### config.mk
export PLATFORM = sky130hd
export DESIGN_NAME = mesh_boundary_controller_flat
export DESIGN_NICKNAME = d
export VERILOG_FILES = /design/src/rtl/mesh_boundary_controller_pkg.sv /design/src/rtl/mesh_boundary_controller_if.sv /design/src/rtl/mesh_boundary_controller_spike_fifo.sv /design/src/rtl/mesh_boundary_controller.sv /design/src/flat_wrapper.sv
export SDC_FILE = /design/constraint.sdc
export NUM_CORES = 1
export LEC_CHECK = 0
export CAP_MARGIN = 25
export CORE_MARGIN = 10
export CORE_UTILIZATION = 45
export DETAILED_ROUTE_END_ITERATION = 6
export PLACE_DENSITY_LB_ADDON = 0.08
export SYNTH_ARGS = -nofsm -noshare
export SYNTH_HDL_FRONTEND = slang
export SYNTH_SLANG_ARGS = --single-unit
### constraint.sdc
create_clock -name rt_clk -period 6.08 [get_ports rt_clk]
set_input_delay 1.216 -clock rt_clk [delete_from_list [all_inputs] [get_ports rt_clk]]
set_output_delay 1.216 -clock rt_clk [all_outputs]
set_load 0.02 [all_outputs]
### src/rtl/mesh_boundary_controller_pkg.sv
// Shared constants for the mesh boundary controller: FSM encodings, defaults, width helper.
package mesh_boundary_controller_pkg;

  localparam logic [2:0] ST_IDLE  = 3'd0;
  localparam logic [2:0] ST_RUN   = 3'd1;
  localparam logic [2:0] ST_DRAIN = 3'd2;
  localparam logic [2:0] ST_DUMP  = 3'd3;
  localparam logic [2:0] ST_DONE  = 3'd4;

  localparam int unsigned DEF_PKT_WIDTH    = 4;
  localparam int unsigned DEF_NUM_OUT      = 4;
  localparam int unsigned DEF_STEP_NUMBER  = 32;
  localparam int unsigned DEF_STEP_CYCLE   = 64;
  localparam int unsigned DEF_GUARD_CYCLES = 4;
  localparam int unsigned DEF_DRAIN_CYCLES = 16;
  localparam int unsigned DEF_FIFO_DEPTH   = 8;
  localparam int unsigned DEF_CNT_WIDTH    = 8;

  // Index width that never collapses to zero bits.
  function automatic int unsigned clog2_min1(input int unsigned n);
    return (n > 1) ? 32'($clog2(n)) : 32'd1;
  endfunction

endpackage

### src/rtl/mesh_boundary_controller_if.sv
// Host/router-facing signal bundle of the mesh boundary controller.
interface mesh_boundary_controller_if
  import mesh_boundary_controller_pkg::*;
#(
  parameter int unsigned PKT_WIDTH   = DEF_PKT_WIDTH,
  parameter int unsigned NUM_OUT     = DEF_NUM_OUT,
  parameter int unsigned STEP_NUMBER = DEF_STEP_NUMBER,
  parameter int unsigned CNT_WIDTH   = DEF_CNT_WIDTH
) ();

  localparam int unsigned ID_W   = clog2_min1(NUM_OUT);
  localparam int unsigned STEP_W = clog2_min1(STEP_NUMBER);

  logic                 enable;
  logic                 start;
  logic [STEP_W-1:0]    step_idx;
  logic                 stim_valid;
  logic [PKT_WIDTH-1:0] stim_packet;
  logic                 stim_ready;
  logic [PKT_WIDTH-1:0] inj_packet;
  logic                 inj_write_req;
  logic                 inj_full;
  logic [PKT_WIDTH-1:0] rx_packet;
  logic                 rx_write_en;
  logic                 rx_full;
  logic                 result_valid;
  logic [ID_W-1:0]      result_id;
  logic [CNT_WIDTH-1:0] result_count;
  logic [CNT_WIDTH-1:0] drop_count;
  logic                 done;

  // Host / router side.
  modport master (
    output enable, stim_valid, stim_packet, inj_full, rx_packet, rx_write_en,
    input  start, step_idx, stim_ready, inj_packet, inj_write_req, rx_full,
           result_valid, result_id, result_count, drop_count, done
  );

  // Controller side.
  modport slave (
    input  enable, stim_valid, stim_packet, inj_full, rx_packet, rx_write_en,
    output start, step_idx, stim_ready, inj_packet, inj_write_req, rx_full,
           result_valid, result_id, result_count, drop_count, done
  );

endinterface

### src/rtl/mesh_boundary_controller_spike_fifo.sv
// Synchronous injection FIFO with registered full/empty flags and a flush.
module spike_fifo #(
  parameter int unsigned WIDTH = 4,
  parameter int unsigned DEPTH = 8
) (
  input  logic             clk,
  input  logic             rst,
  input  logic             flush,
  input  logic             push,
  input  logic [WIDTH-1:0] din,
  input  logic             pop,
  output logic [WIDTH-1:0] dout,
  output logic             empty,
  output logic             full
);

  localparam int unsigned AW = (DEPTH > 1) ? $clog2(DEPTH) : 1;

  logic [WIDTH-1:0] mem [DEPTH];
  logic [AW-1:0]    wr_ptr;
  logic [AW-1:0]    rd_ptr;
  logic [AW:0]      count_q;
  logic [AW:0]      count_n;
  logic             full_q;
  logic             empty_q;
  logic             push_ok;
  logic             pop_ok;

  assign push_ok = push && !full_q;
  assign pop_ok  = pop && !empty_q;
  assign dout    = mem[rd_ptr];
  assign full    = full_q;
  assign empty   = empty_q;

  // Occupancy after this cycle's push/pop.
  always_comb begin
    count_n = count_q + (AW+1)'(push_ok) - (AW+1)'(pop_ok);
  end

  // Storage array; needs no reset since reads are gated by empty.
  always_ff @(posedge clk) begin
    if (push_ok) begin
      mem[wr_ptr] <= din;
    end
  end

  // Pointers and flags; pointers wrap naturally at DEPTH.
  always_ff @(posedge clk or posedge rst) begin
    if (rst) begin
      wr_ptr  <= '0;
      rd_ptr  <= '0;
      count_q <= '0;
      full_q  <= 1'b0;
      empty_q <= 1'b1;
    end else if (flush) begin
      wr_ptr  <= '0;
      rd_ptr  <= '0;
      count_q <= '0;
      full_q  <= 1'b0;
      empty_q <= 1'b1;
    end else begin
      if (push_ok) wr_ptr <= wr_ptr + AW'(1);
      if (pop_ok)  rd_ptr <= rd_ptr + AW'(1);
      count_q <= count_n;
      full_q  <= (count_n == (AW+1)'(DEPTH));
      empty_q <= (count_n == '0);
    end
  end

endmodule

### src/rtl/mesh_boundary_controller.sv
// Run sequencer, stimulus injector and per-neuron spike counter bank for one mesh boundary.
module mesh_boundary_controller
  import mesh_boundary_controller_pkg::*;
#(
  parameter int unsigned PKT_WIDTH    = DEF_PKT_WIDTH,
  parameter int unsigned NUM_OUT      = DEF_NUM_OUT,
  parameter int unsigned STEP_NUMBER  = DEF_STEP_NUMBER,
  parameter int unsigned STEP_CYCLE   = DEF_STEP_CYCLE,
  parameter int unsigned GUARD_CYCLES = DEF_GUARD_CYCLES,
  parameter int unsigned DRAIN_CYCLES = DEF_DRAIN_CYCLES,
  parameter int unsigned FIFO_DEPTH   = DEF_FIFO_DEPTH,
  parameter int unsigned CNT_WIDTH    = DEF_CNT_WIDTH
) (
  input  logic                        rt_clk,
  input  logic                        rt_reset,
  mesh_boundary_controller_if.slave   bus
);

  localparam int unsigned ID_W      = clog2_min1(NUM_OUT);
  localparam int unsigned STEP_W    = clog2_min1(STEP_NUMBER);
  localparam int unsigned SPAN_A    = (STEP_CYCLE > DRAIN_CYCLES) ? STEP_CYCLE : DRAIN_CYCLES;
  localparam int unsigned SPAN      = (SPAN_A > NUM_OUT) ? SPAN_A : NUM_OUT;
  localparam int unsigned CYC_W     = clog2_min1(SPAN + 1);
  localparam int unsigned INJ_LIMIT = STEP_CYCLE - GUARD_CYCLES;

  logic [2:0]           state_q, state_n;
  logic [CYC_W-1:0]     cyc_q, cyc_n;
  logic [STEP_W-1:0]    step_q, step_n;
  logic [CNT_WIDTH-1:0] cnt_q [NUM_OUT];
  logic [CNT_WIDTH-1:0] cnt_n [NUM_OUT];
  logic [CNT_WIDTH-1:0] drop_q, drop_n;
  logic                 enable_q;
  logic [ID_W-1:0]      rx_idx;

  logic                 start_q, start_n;
  logic                 rx_full_q, rx_full_n;
  logic                 inj_wr_q, inj_wr_n;
  logic [PKT_WIDTH-1:0] inj_pkt_q, inj_pkt_n;
  logic                 res_valid_q, res_valid_n;
  logic [ID_W-1:0]      res_id_q, res_id_n;
  logic [CNT_WIDTH-1:0] res_cnt_q, res_cnt_n;
  logic                 done_q, done_n;

  logic                 fifo_pop;
  logic                 fifo_flush;
  logic [PKT_WIDTH-1:0] fifo_head;
  logic                 fifo_empty;
  logic                 fifo_full;

  // Injection buffer between host stimulus and the router local port.
  spike_fifo #(
    .WIDTH (PKT_WIDTH),
    .DEPTH (FIFO_DEPTH)
  ) u_fifo (
    .clk   (rt_clk),
    .rst   (rt_reset),
    .flush (fifo_flush),
    .push  (bus.stim_valid),
    .din   (bus.stim_packet),
    .pop   (fifo_pop),
    .dout  (fifo_head),
    .empty (fifo_empty),
    .full  (fifo_full)
  );

  assign bus.start         = start_q;
  assign bus.step_idx      = step_q;
  assign bus.stim_ready    = !fifo_full;
  assign bus.inj_packet    = inj_pkt_q;
  assign bus.inj_write_req = inj_wr_q;
  assign bus.rx_full       = rx_full_q;
  assign bus.result_valid  = res_valid_q;
  assign bus.result_id     = res_id_q;
  assign bus.result_count  = res_cnt_q;
  assign bus.drop_count    = drop_q;
  assign bus.done          = done_q;

  // Next-state, counter-bank and registered-output logic.
  always_comb begin
    state_n    = state_q;
    cyc_n      = cyc_q;
    step_n     = step_q;
    cnt_n      = cnt_q;
    drop_n     = drop_q;
    fifo_pop   = 1'b0;
    fifo_flush = 1'b0;
    rx_idx     = ID_W'(bus.rx_packet);

    // A packet value not below NUM_OUT addresses no counter and is tallied as a drop.
    if (bus.rx_write_en && !rx_full_q) begin
      if (32'(bus.rx_packet) < NUM_OUT) begin
        if (!(&cnt_n[rx_idx])) cnt_n[rx_idx] = cnt_n[rx_idx] + CNT_WIDTH'(1);
      end else if (!(&drop_n)) begin
        drop_n = drop_n + CNT_WIDTH'(1);
      end
    end

    case (state_q)
      ST_IDLE: begin
        if (bus.enable && !enable_q) begin
          state_n = ST_RUN;
          cyc_n   = '0;
          step_n  = '0;
          drop_n  = '0;
          for (int i = 0; i < NUM_OUT; i++) cnt_n[i] = '0;
        end
      end
      ST_RUN: begin
        fifo_pop = !fifo_empty && !bus.inj_full && (cyc_q < CYC_W'(INJ_LIMIT));
        if (cyc_q == CYC_W'(STEP_CYCLE - 1)) begin
          cyc_n = '0;
          if (step_q == STEP_W'(STEP_NUMBER - 1)) state_n = ST_DRAIN;
          else                                    step_n  = step_q + STEP_W'(1);
        end else begin
          cyc_n = cyc_q + CYC_W'(1);
        end
      end
      ST_DRAIN: begin
        if (cyc_q == CYC_W'(DRAIN_CYCLES - 1)) begin
          state_n = ST_DUMP;
          cyc_n   = '0;
        end else begin
          cyc_n = cyc_q + CYC_W'(1);
        end
      end
      ST_DUMP: begin
        if (cyc_q == CYC_W'(NUM_OUT - 1)) begin
          state_n = ST_DONE;
          cyc_n   = '0;
        end else begin
          cyc_n = cyc_q + CYC_W'(1);
        end
      end
      ST_DONE:  state_n = ST_DONE;
      default:  state_n = ST_IDLE;
    endcase

    // Dropping enable outside IDLE aborts; queued stimulus is discarded, counts are kept.
    if ((state_q != ST_IDLE) && !bus.enable) begin
      state_n    = ST_IDLE;
      fifo_pop   = 1'b0;
      fifo_flush = 1'b1;
    end

    start_n     = (state_n == ST_RUN) && (cyc_n == '0);
    rx_full_n   = !((state_n == ST_RUN) || (state_n == ST_DRAIN));
    inj_wr_n    = fifo_pop;
    inj_pkt_n   = fifo_pop ? fifo_head : inj_pkt_q;
    res_valid_n = (state_n == ST_DUMP);
    res_id_n    = res_valid_n ? ID_W'(cyc_n) : '0;
    res_cnt_n   = res_valid_n ? cnt_n[ID_W'(cyc_n)] : '0;
    done_n      = (state_n == ST_DONE);
  end

  // State, counters and output registers.
  always_ff @(posedge rt_clk or posedge rt_reset) begin
    if (rt_reset) begin
      state_q     <= ST_IDLE;
      cyc_q       <= '0;
      step_q      <= '0;
      drop_q      <= '0;
      enable_q    <= 1'b0;
      for (int i = 0; i < NUM_OUT; i++) cnt_q[i] <= '0;
      start_q     <= 1'b0;
      rx_full_q   <= 1'b1;
      inj_wr_q    <= 1'b0;
      inj_pkt_q   <= '0;
      res_valid_q <= 1'b0;
      res_id_q    <= '0;
      res_cnt_q   <= '0;
      done_q      <= 1'b0;
    end else begin
      state_q     <= state_n;
      cyc_q       <= cyc_n;
      step_q      <= step_n;
      drop_q      <= drop_n;
      enable_q    <= bus.enable;
      for (int i = 0; i < NUM_OUT; i++) cnt_q[i] <= cnt_n[i];
      start_q     <= start_n;
      rx_full_q   <= rx_full_n;
      inj_wr_q    <= inj_wr_n;
      inj_pkt_q   <= inj_pkt_n;
      res_valid_q <= res_valid_n;
      res_id_q    <= res_id_n;
      res_cnt_q   <= res_cnt_n;
      done_q      <= done_n;
    end
  end

endmodule

### src/flat_wrapper.sv
// flat-port wrapper written by rule: the top's interface ports become plain ports
module mesh_boundary_controller_flat import mesh_boundary_controller_pkg::*;
#(
  parameter int unsigned PKT_WIDTH    = DEF_PKT_WIDTH,
  parameter int unsigned NUM_OUT      = DEF_NUM_OUT,
  parameter int unsigned STEP_NUMBER  = DEF_STEP_NUMBER,
  parameter int unsigned STEP_CYCLE   = DEF_STEP_CYCLE,
  parameter int unsigned GUARD_CYCLES = DEF_GUARD_CYCLES,
  parameter int unsigned DRAIN_CYCLES = DEF_DRAIN_CYCLES,
  parameter int unsigned FIFO_DEPTH   = DEF_FIFO_DEPTH,
  parameter int unsigned CNT_WIDTH    = DEF_CNT_WIDTH
)
  (rt_clk, rt_reset, bus_enable, bus_stim_valid, bus_stim_packet, bus_inj_full, bus_rx_packet, bus_rx_write_en, bus_start, bus_step_idx, bus_stim_ready, bus_inj_packet, bus_inj_write_req, bus_rx_full, bus_result_valid, bus_result_id, bus_result_count, bus_drop_count, bus_done);
  mesh_boundary_controller_if #(.PKT_WIDTH(PKT_WIDTH), .NUM_OUT(NUM_OUT), .STEP_NUMBER(STEP_NUMBER), .CNT_WIDTH(CNT_WIDTH)) bus_i ();
  input  logic rt_clk;
  input  logic rt_reset;
  input wire logic [$bits(bus_i.enable)-1:0] bus_enable;
  input wire logic [$bits(bus_i.stim_valid)-1:0] bus_stim_valid;
  input wire logic [$bits(bus_i.stim_packet)-1:0] bus_stim_packet;
  input wire logic [$bits(bus_i.inj_full)-1:0] bus_inj_full;
  input wire logic [$bits(bus_i.rx_packet)-1:0] bus_rx_packet;
  input wire logic [$bits(bus_i.rx_write_en)-1:0] bus_rx_write_en;
  output wire logic [$bits(bus_i.start)-1:0] bus_start;
  output wire logic [$bits(bus_i.step_idx)-1:0] bus_step_idx;
  output wire logic [$bits(bus_i.stim_ready)-1:0] bus_stim_ready;
  output wire logic [$bits(bus_i.inj_packet)-1:0] bus_inj_packet;
  output wire logic [$bits(bus_i.inj_write_req)-1:0] bus_inj_write_req;
  output wire logic [$bits(bus_i.rx_full)-1:0] bus_rx_full;
  output wire logic [$bits(bus_i.result_valid)-1:0] bus_result_valid;
  output wire logic [$bits(bus_i.result_id)-1:0] bus_result_id;
  output wire logic [$bits(bus_i.result_count)-1:0] bus_result_count;
  output wire logic [$bits(bus_i.drop_count)-1:0] bus_drop_count;
  output wire logic [$bits(bus_i.done)-1:0] bus_done;
  assign bus_i.enable = bus_enable;
  assign bus_i.stim_valid = bus_stim_valid;
  assign bus_i.stim_packet = bus_stim_packet;
  assign bus_i.inj_full = bus_inj_full;
  assign bus_i.rx_packet = bus_rx_packet;
  assign bus_i.rx_write_en = bus_rx_write_en;
  assign bus_start = bus_i.start;
  assign bus_step_idx = bus_i.step_idx;
  assign bus_stim_ready = bus_i.stim_ready;
  assign bus_inj_packet = bus_i.inj_packet;
  assign bus_inj_write_req = bus_i.inj_write_req;
  assign bus_rx_full = bus_i.rx_full;
  assign bus_result_valid = bus_i.result_valid;
  assign bus_result_id = bus_i.result_id;
  assign bus_result_count = bus_i.result_count;
  assign bus_drop_count = bus_i.drop_count;
  assign bus_done = bus_i.done;
  mesh_boundary_controller #(.PKT_WIDTH(PKT_WIDTH), .NUM_OUT(NUM_OUT), .STEP_NUMBER(STEP_NUMBER), .STEP_CYCLE(STEP_CYCLE), .GUARD_CYCLES(GUARD_CYCLES), .DRAIN_CYCLES(DRAIN_CYCLES), .FIFO_DEPTH(FIFO_DEPTH), .CNT_WIDTH(CNT_WIDTH)) u_core (.rt_clk(rt_clk), .rt_reset(rt_reset), .bus(bus_i));
endmodule
==> results of run 1 <==
==> worst max-delay path: stages <==
cell and delay, ns:
clkdlybuf4s50_1 0.87, mux4_2 0.66, ha_1 0.30, and3_1 0.25
a21oi_1 0.42, buf_4 0.27, nor2_1 0.07, a2111oi_0 0.41
a211oi_1 0.11, a211oi_1 0.22
==> routing by layer <==
metal / share of wire / track usage / vias to the layer above
met2: 0.47 / 0.253 / 150
met4: 0.024 / 0.0831 / 0
li1: - / - / 2099
met1: 0.45 / 0.209 / 2211
met3: 0.058 / 0.0449 / 28
met5: 0 / 0 / -
==> power by group <==
| group | switching (mW) | internal, mW | leakage (nW) |
|---|---|---|---|
| sequential | 0.105 | 0.923 | 1.46 |
| clock | 0.406 | 0.579 | 0.283 |
| combinational | 0.325 | 0.260 | 1.16 |
| total | 0.836 | 1.76 | 2.90 |
==> flip-flops by register name, indices dropped and copies added (netlist names) <==
name	flops
u_core.u_fifo.mem	32
u_core.bus.step_idx	5
u_core.bus.result_count	8
u_core.bus.inj_packet	4
u_core.cyc_q	7
u_core.bus.result_valid	1
u_core.bus.drop_count	8
u_core.bus.done	1
u_core.u_fifo.wr_ptr	3
u_core.bus.inj_write_req	1
u_core.cnt_q	32
u_core.u_fifo.count_q	4
u_core.u_fifo.empty	1
u_core.state_q	3
u_core.bus.start	1
u_core.bus.result_id	2
u_core.u_fifo.rd_ptr	3
u_core.enable_q	1
u_core.u_fifo.full	1
u_core.bus.rx_full	1
==> kinds of logic after synthesis <==
group,Yosys count,share of synthesized area
AOI/OAI and AO/OA,112,0.125
DFF,119,0.528
muxes,38,0.0984
buffers and inverters,45,0.0326
and+or+nand+nor,199,0.164
xor gates and xnor gates,17,0.0250
adders and majority gates,12,0.0265
==> worst paths after layout <==
path	startpoint	to	slack [ns]	cells after the start
min in group asynchronous	rt_reset	u_core.bus.done$_DFF_PP0_	1.04	2
max in group asynchronous	rt_reset	u_core.cnt_q[22]$_DFF_PP0_	3.84	3
min	u_core.bus.inj_packet[3]$_DFFE_PP0N_	u_core.bus.inj_packet[3]$_DFFE_PP0N_	0.53	2
max	bus_rx_packet[0]	u_core.bus.result_count[2]$_DFF_PP0_	1.61	10
max reg2reg	u_core.cyc_q[0]$_DFF_PP0_	u_core.bus.result_count[2]$_DFF_PP0_	2.08	9
min reg2reg	u_core.bus.inj_packet[3]$_DFFE_PP0N_	u_core.bus.inj_packet[3]$_DFFE_PP0N_	0.53	2
==> through the flow <==
step,instance area [sq um],instances,utilization
6_report,7170,774,0.561
2_1_floorplan,5950,542,-
5_1_grt,7170,774,0.561
4_1_cts,7170,774,0.561
3_3_place_gp,6580,742,0.515
3_5_place_dp,6580,742,0.515
==> layout by cell type, fill, tap and decap left out, types with 13 or more instances in the layout <==
master / count
a211oi_1: 17
a21oi_1: 28
clkbuf_16: 17
clkdlybuf4s50_1: 46
dfrtp_1: 85
edfxtp_1: 32
inv_1: 13
mux2i_1: 18
mux4_2: 16
nand2_1: 36
nand3_1: 16
nor2_1: 66
nor3_1: 23
o21ai_0: 25
==> area by class of cell <==
type	count	area, sq um
clock inverter	15	160
sequential	119	3140
fill	1103	5610
tap	172	215
inverter	16	61.3
multi-input combinational	378	2620
timing repair buffer	57	543
clock buffer	17	425
==> qor_table.md, run 1 <==
| Stage | Item | Value |
|---|---|---|
| status | Result of the run | complete, no violations |
| drt | Routed wire length | 14.4 mm |
| drt | Residual DRC | 0 |
| global routing | Overall routing resource usage | 0.165 |
| synth | Syn Inst Count | 542 |
| synth | Register area share after synthesis | 0.528 |
| clock tree | Post-CTS Setup Repair Bufs | 0 |
| power and ir drop | Pwr per Cell Area | 362 nW/um^2 |
| timing | Worst Hold Slack | 0.535 ns |
| run | Max capacitance violation total | 0 |
| die | Placeable core region | 12800 sq um |
| place | Minimum setup slack after placement | 1.27 ns |
| clock tree | H-Tree Depth | 4 |
| global routing | Largest net degree at the start of global routing | 74 |
| clock tree | Post-cts gate resize count | 0 |
| timing | Setup Skew | 0.0106 ns |
| place | Routability cong. | 0.877 |
| critical path | Data required time of the critical path | 6.41 ns |
| synth | Average footprint of a synthesized cell | 11.0 sq um |
| drt | Total number of vias | 4488 |
| critical path | Critical path fanouts, max | 13 |
| timing | Fin worst setup slack | 1.61 ns |
| synth | Number of library cell types mapped by synthesis | 59 |
| critical path | Critical path endpoint category | flop |
| synth | Most used flip-flop cell after synthesis | dfrtp_1 |
| die | DIE WIDTH | 135 um |
| place | Count of buffers inserted at the top-level ports | 46 |
| timing | Finish-stage setup viols | 0 |
| synth | Synthesized netlist net count | 568 |
| synth | Share of flip-flops with an asynchronous set or reset | 0.731 |
| clock tree | Clock sinks | 119 |
| clock tree | Hold-fix buffers, CTS | 0 |
| drt | Count of antenna-violating nets left after detailed routing | 0 |
| synth | Post-synthesis instance area | 5950 sq um |
| clock tree | Clk Latency, worst-skew pair | 0.42 ns |
| timing | Ratio of final minimum period to clock period | 0.735 |
| synth | Synth Register Bits | 119 |
| critical path | Classification of the worst setup path | primary input to flop |
| timing | Unrepaired setup endpoints after global routing | no |
| synth | Synth warn | 0 |
| final layout | Share of layout cells above drive strength 1 | 0.130 |
| clock tree | CTS clock-pin slew for the worst setup and hold paths | 0.07 ns |
| critical path | Worst setup SP type | primary input |
| synth | Top area cells in the synthesized netlist | dfrtp_1, edfxtp_1, mux4_2 |
| synth | Top cell type by total area after synthesis | dfrtp_1 |
| clock tree | Maximum count of clock buffers along a single path | 2 |
| synth | Commonest cells post-synth | dfrtp_1, nor2_1, nand2_1 |
| min path | Worst min-delay path class | flop to flop |
| power and ir drop | Worst VDD drop | 0.249 mV |
| synth | Portion of synthesized cell area occupied by the leading cell type | 0.358 |
| clock tree | CTS tree | yes |
| timing | Actual transition at the worst max-transition pin | 0.942 ns |
| timing | Relative max-transition margin | 0.372 |
| die | Floorplan row count | 41 |
| die | Initial cell density of the core | 0.466 |
| die | Count of pins on the block boundary | 47 |
| timing | Total negative slack | 0 ns |
| drt | Number of vias per cell | 5.80 |
| drt | Routed length per instance | 18.6 um |
| clock tree | TritonCTS Buffers | 17 |
| final layout | Area added between synthesis and finish | 20.5% |
| power and ir drop | Final Power | 2.60 mW |
| timing | Post-layout min period | 4.47 ns |
| global routing | Global-route wire length before repair | 23.7 mm |
| synth | Number of flops mapped to enable cells by yosys | 32 |
| final layout | NumNets Final | 615 |
| global routing | Number of antenna violations at the first check in global routing | 0 |
| die | Die Y | 135 um |
| clock tree | CTS Root Buffer Type | clkbuf_16 |
| drt | First-pass iteration count of the detailed router | 5 |
| final layout | Count of inserted antenna diode cells | 0 |
| drt | Starting DRT DRC Count | 340 |
| die | Die area | 18200 sq um |
| global routing | Via count of the first global-routing pass | 4581 |
| global routing | Leftover overflow at the end of global routing | 0 |
| critical path | Arrival time worst endpoint | 4.79 ns |
| place | Half-perimeter wire length after placement | 10.0 mm |
| synth | Most common cell in the netlist | dfrtp_1 |
| timing | Slew Limit Fails | 0 |
| timing | FMAX | 224 MHz |
| timing | Final Hold Viols | 0 |
| power and ir drop | Leak pwr | 2.90 nW |
Power figures use the tool's default switching activity.
==> inputs of run 2 (changes only) <==
==> constraint.sdc (replaced) <==
create_clock -name rt_clk -period 4.3 [get_ports rt_clk]
set_input_delay 0.86 -clock rt_clk [delete_from_list [all_inputs] [get_ports rt_clk]]
set_output_delay 0.86 -clock rt_clk [all_outputs]
set_load 0.02 [all_outputs]
==> run 2 against run 1 <==
Compared with the run above: clock skew decreased by 0.0050 ns; worst setup slack got worse by 1.0 ns; combinational power increased by 43%; final cell count grew 0.90%; clock power grew 33%; sequential share of layout area fell by 0.22 points; routed wire length rose by 0.19%; largest power group unchanged; design area increased by 0.51%; hold slack better by 0.0022 ns; via count increased by 0.78%; clock-buffer cell count stayed put.
==> qor_table.md, run 2 (synthesis gave the netlist of run 1 again) <==
| Stage | Item | Value | vs previous |
|---|---|---|---|
| status | Result of the run | complete, no violations |  |
| place | Routability cong. | 0.911 | +3.9% |
| die | Initial cell density of the core | 0.466 | unchanged |
| clock tree | CTS clock-pin slew for the worst setup and hold paths | 0.06 ns | about the same |
| place | Half-perimeter wire length after placement | 9.98 mm | -0.43% |
| global routing | Number of antenna violations at the first check in global routing | 0 | unchanged |
| clock tree | Clk Latency, worst-skew pair | 0.42 ns | about the same |
| critical path | Capture point of the critical path | u_core.bus.result_count[2]$_DFF_PP0_ |  |
| final layout | NumNets Final | 622 | +1.1% |
| final layout | Leading registers by flop count | u_core.cnt_q x32, u_core.u_fifo.mem x32 |  |
| critical path | Data required time of the critical path | 4.59 ns | -1.82 ns |
| final layout | Post-layout utilization of the core | 0.564 | +0.00284 |
| critical path | Cell with the biggest individual delay on the critical path | mux4_2 |  |
| final layout | Final instance area | 7200 sq um | +0.51% |
| power and ir drop | Pwr per Cell Area | 500 nW/um^2 | +38% |
| run | Max capacitance violation total | 0 | unchanged |
| place | Count of buffers inserted at the top-level ports | 46 | unchanged |
| global routing | Overall routing resource usage | 0.166 | +0.00156 |
| final layout | Area added between synthesis and finish | 21.1% |  |
| critical path | Logic depth of the worst setup path including buffers | 10 | unchanged |
| critical path | Worst reg-to-reg setup slack | 0.94 ns | -1.14 ns |
| drt | Starting DRT DRC Count | 346 | +1.8% |
| critical path | Worst Path Buf+Inv | 2 | unchanged |
| die | Count of pins on the block boundary | 47 | unchanged |
| critical path | Critical path endpoint category | flop |  |
| clock tree | Post-cts gate resize count | 0 | unchanged |
| final layout | Most frequent standard cell in the layout excluding fill and tap cells | dfrtp_1 |  |
| min path | Worst min-delay path class | flop to flop |  |
| critical path | Critical path cell sequence | clkdlybuf4s50_1, buf_12, mux4_2, ha_1, and3_1, a211o_1, o21ai_0, o21ai_0, a311oi_1, a211oi_1 |  |
| timing | Final Hold Viols | 0 | unchanged |
| critical path | FF-to-FF Start | u_core.cyc_q[1]$_DFF_PP0_ |  |
| die | Die area | 18200 sq um | unchanged |
| clock tree | Clock sinks | 119 | unchanged |
| clock tree | H-Tree Depth | 4 | unchanged |
| timing | Total negative slack | 0 ns | unchanged |
| die | Floorplan row count | 41 | unchanged |
| clock tree | TritonCTS Buffers | 17 | unchanged |
| final layout | Share of layout cells above drive strength 1 | 0.140 | +0.0100 |
| clock tree | Post-CTS Setup Repair Bufs | 0 | unchanged |
| critical path | Arrival time worst endpoint | 4.00 ns | -0.79 ns |
| timing | Relative max-transition margin | 0.441 | +0.0694 |
| power and ir drop | Worst VDD drop | 0.274 mV | +9.9% |
| critical path | First element of the critical path | bus_rx_packet[0] |  |
| global routing | Via count of the first global-routing pass | 4481 | -2.2% |
| global routing | Global-route wire length before repair | 23.8 mm | +0.29% |
| critical path | Worst r2r dst | u_core.bus.result_count[1]$_DFF_PP0_ |  |
| drt | First-pass iteration count of the detailed router | 5 | unchanged |
| critical path | Classification of the worst setup path | primary input to flop |  |
| timing | Unrepaired setup endpoints after global routing | no |  |
| final layout | Count of inserted antenna diode cells | 0 | unchanged |
| timing | Ratio of final minimum period to clock period | 0.861 |  |
| critical path | Max incr delay on CP | 0.60 ns | -0.27 ns |
| timing | Post-layout min period | 3.70 ns |  |
| die | Placeable core region | 12800 sq um | unchanged |
| timing | Finish-stage setup viols | 0 | unchanged |
| final layout | Non-Filler Instances | 781 | +0.90% |
| timing | FMAX | 270 MHz |  |
| clock tree | CTS tree | yes |  |
| critical path | Worst setup SP type | primary input |  |
| global routing | Leftover overflow at the end of global routing | 0 | unchanged |
| timing | Setup Skew | 0.00557 ns | -0.00501 ns |
| drt | Number of vias per cell | 5.79 | -0.12% |
| place | Total cell area at the placement stage | 6660 sq um | +1.2% |
| timing | Worst Hold Slack | 0.537 ns | +0.00224 ns |
| die | DIE WIDTH | 135 um | unchanged |
| drt | Count of antenna-violating nets left after detailed routing | 0 | unchanged |
| drt | Total number of vias | 4523 | +0.78% |
| global routing | Largest net degree at the start of global routing | 46 | -38% |
| place | Cells after DPL | 749 | +0.94% |
| drt | Routed wire length | 14.4 mm | +0.19% |
| critical path | Number of cell instances on the worst register-to-register path | 9 | unchanged |
| die | Die Y | 135 um | unchanged |
| clock tree | Hold-fix buffers, CTS | 0 | unchanged |
| clock tree | Maximum count of clock buffers along a single path | 2 | unchanged |
| clock tree | CTS Root Buffer Type | clkbuf_16 |  |
| timing | Slew Limit Fails | 0 | unchanged |
| timing | Actual transition at the worst max-transition pin | 0.837 ns | -0.106 ns |
| critical path | Largest delay share family, worst path | compound AO/OA/AOI/OAI gates |  |
| power and ir drop | Leak pwr | 2.93 nW | +1.1% |
| final layout | Highest-count cells in the layout ignoring fill and taps | dfrtp_1, nor2_1, clkdlybuf4s50_1, nand2_1, edfxtp_1 |  |
| critical path | Critical path fanouts, max | 23 | +10 |
| drt | Residual DRC | 0 | unchanged |
| critical path | Critical Path Most Common Cell | o21ai_0 |  |
| drt | Routed length per instance | 18.5 um | -0.71% |
run 2: power breakdown:
| part | switching [mW] | internal (mW) |
|---|---|---|
| registers | 0.148 | 1.30 |
| logic | 0.461 | 0.375 |
| clock network | 0.564 | 0.748 |
run 2: through the flow:
step           worst slack (ns)  power, mW
3_3_place_gp              0.361       2.29
3_5_place_dp              0.253       2.31
6_report                  0.596       3.60
5_1_grt                   0.551       3.80
2_1_floorplan             0.637       2.05
4_1_cts                   0.697       3.63
run 2: worst min-delay path, cell delays in order (launching register included):
cell     delay (ns)
dfrtp_1        0.34
nor2_1         0.05
a21oi_1        0.11
run 2: cell type report:
| class | count | area [sq um] |
|---|---|---|
| clock inverters | 15 | 119 |
| multi-input cells | 378 | 2620 |
| inverters | 16 | 61.3 |
| fillers | 1064 | 5570 |
| clock buffers | 17 | 425 |
| repair buffers | 64 | 621 |
| well taps | 172 | 215 |
| flip-flops and latches | 119 | 3140 |
run 2: per-layer routing:
metal  global-route usage  up-vias  share of wire
li1                     -     2113              -
met1                0.213     2232           0.45
met2                0.255      157           0.47
met3               0.0512       21          0.058
met4               0.0670        0          0.019
met5                    0        -              0
run 2: how the worst min path moves through the flow:
stage	from	slack [ns]	endpoint	cells past startpoint
2_1_floorplan	u_core.cyc_q[6]$_DFF_PP0_	0.49	u_core.bus.inj_write_req$_DFF_PP0_	1
3_3_place_gp	u_core.bus.inj_packet[0]$_DFFE_PP0N_	0.51	u_core.bus.inj_packet[0]$_DFFE_PP0N_	2
3_5_place_dp	u_core.bus.inj_packet[1]$_DFFE_PP0N_	0.53	u_core.bus.inj_packet[1]$_DFFE_PP0N_	2
4_1_cts	u_core.bus.step_idx[0]$_DFFE_PP0P_	0.54	u_core.bus.step_idx[0]$_DFFE_PP0P_	1
5_1_grt	u_core.bus.inj_packet[1]$_DFFE_PP0N_	0.57	u_core.bus.inj_packet[1]$_DFFE_PP0N_	2
6_report	u_core.bus.inj_packet[1]$_DFFE_PP0N_	0.54	u_core.bus.inj_packet[1]$_DFFE_PP0N_	2
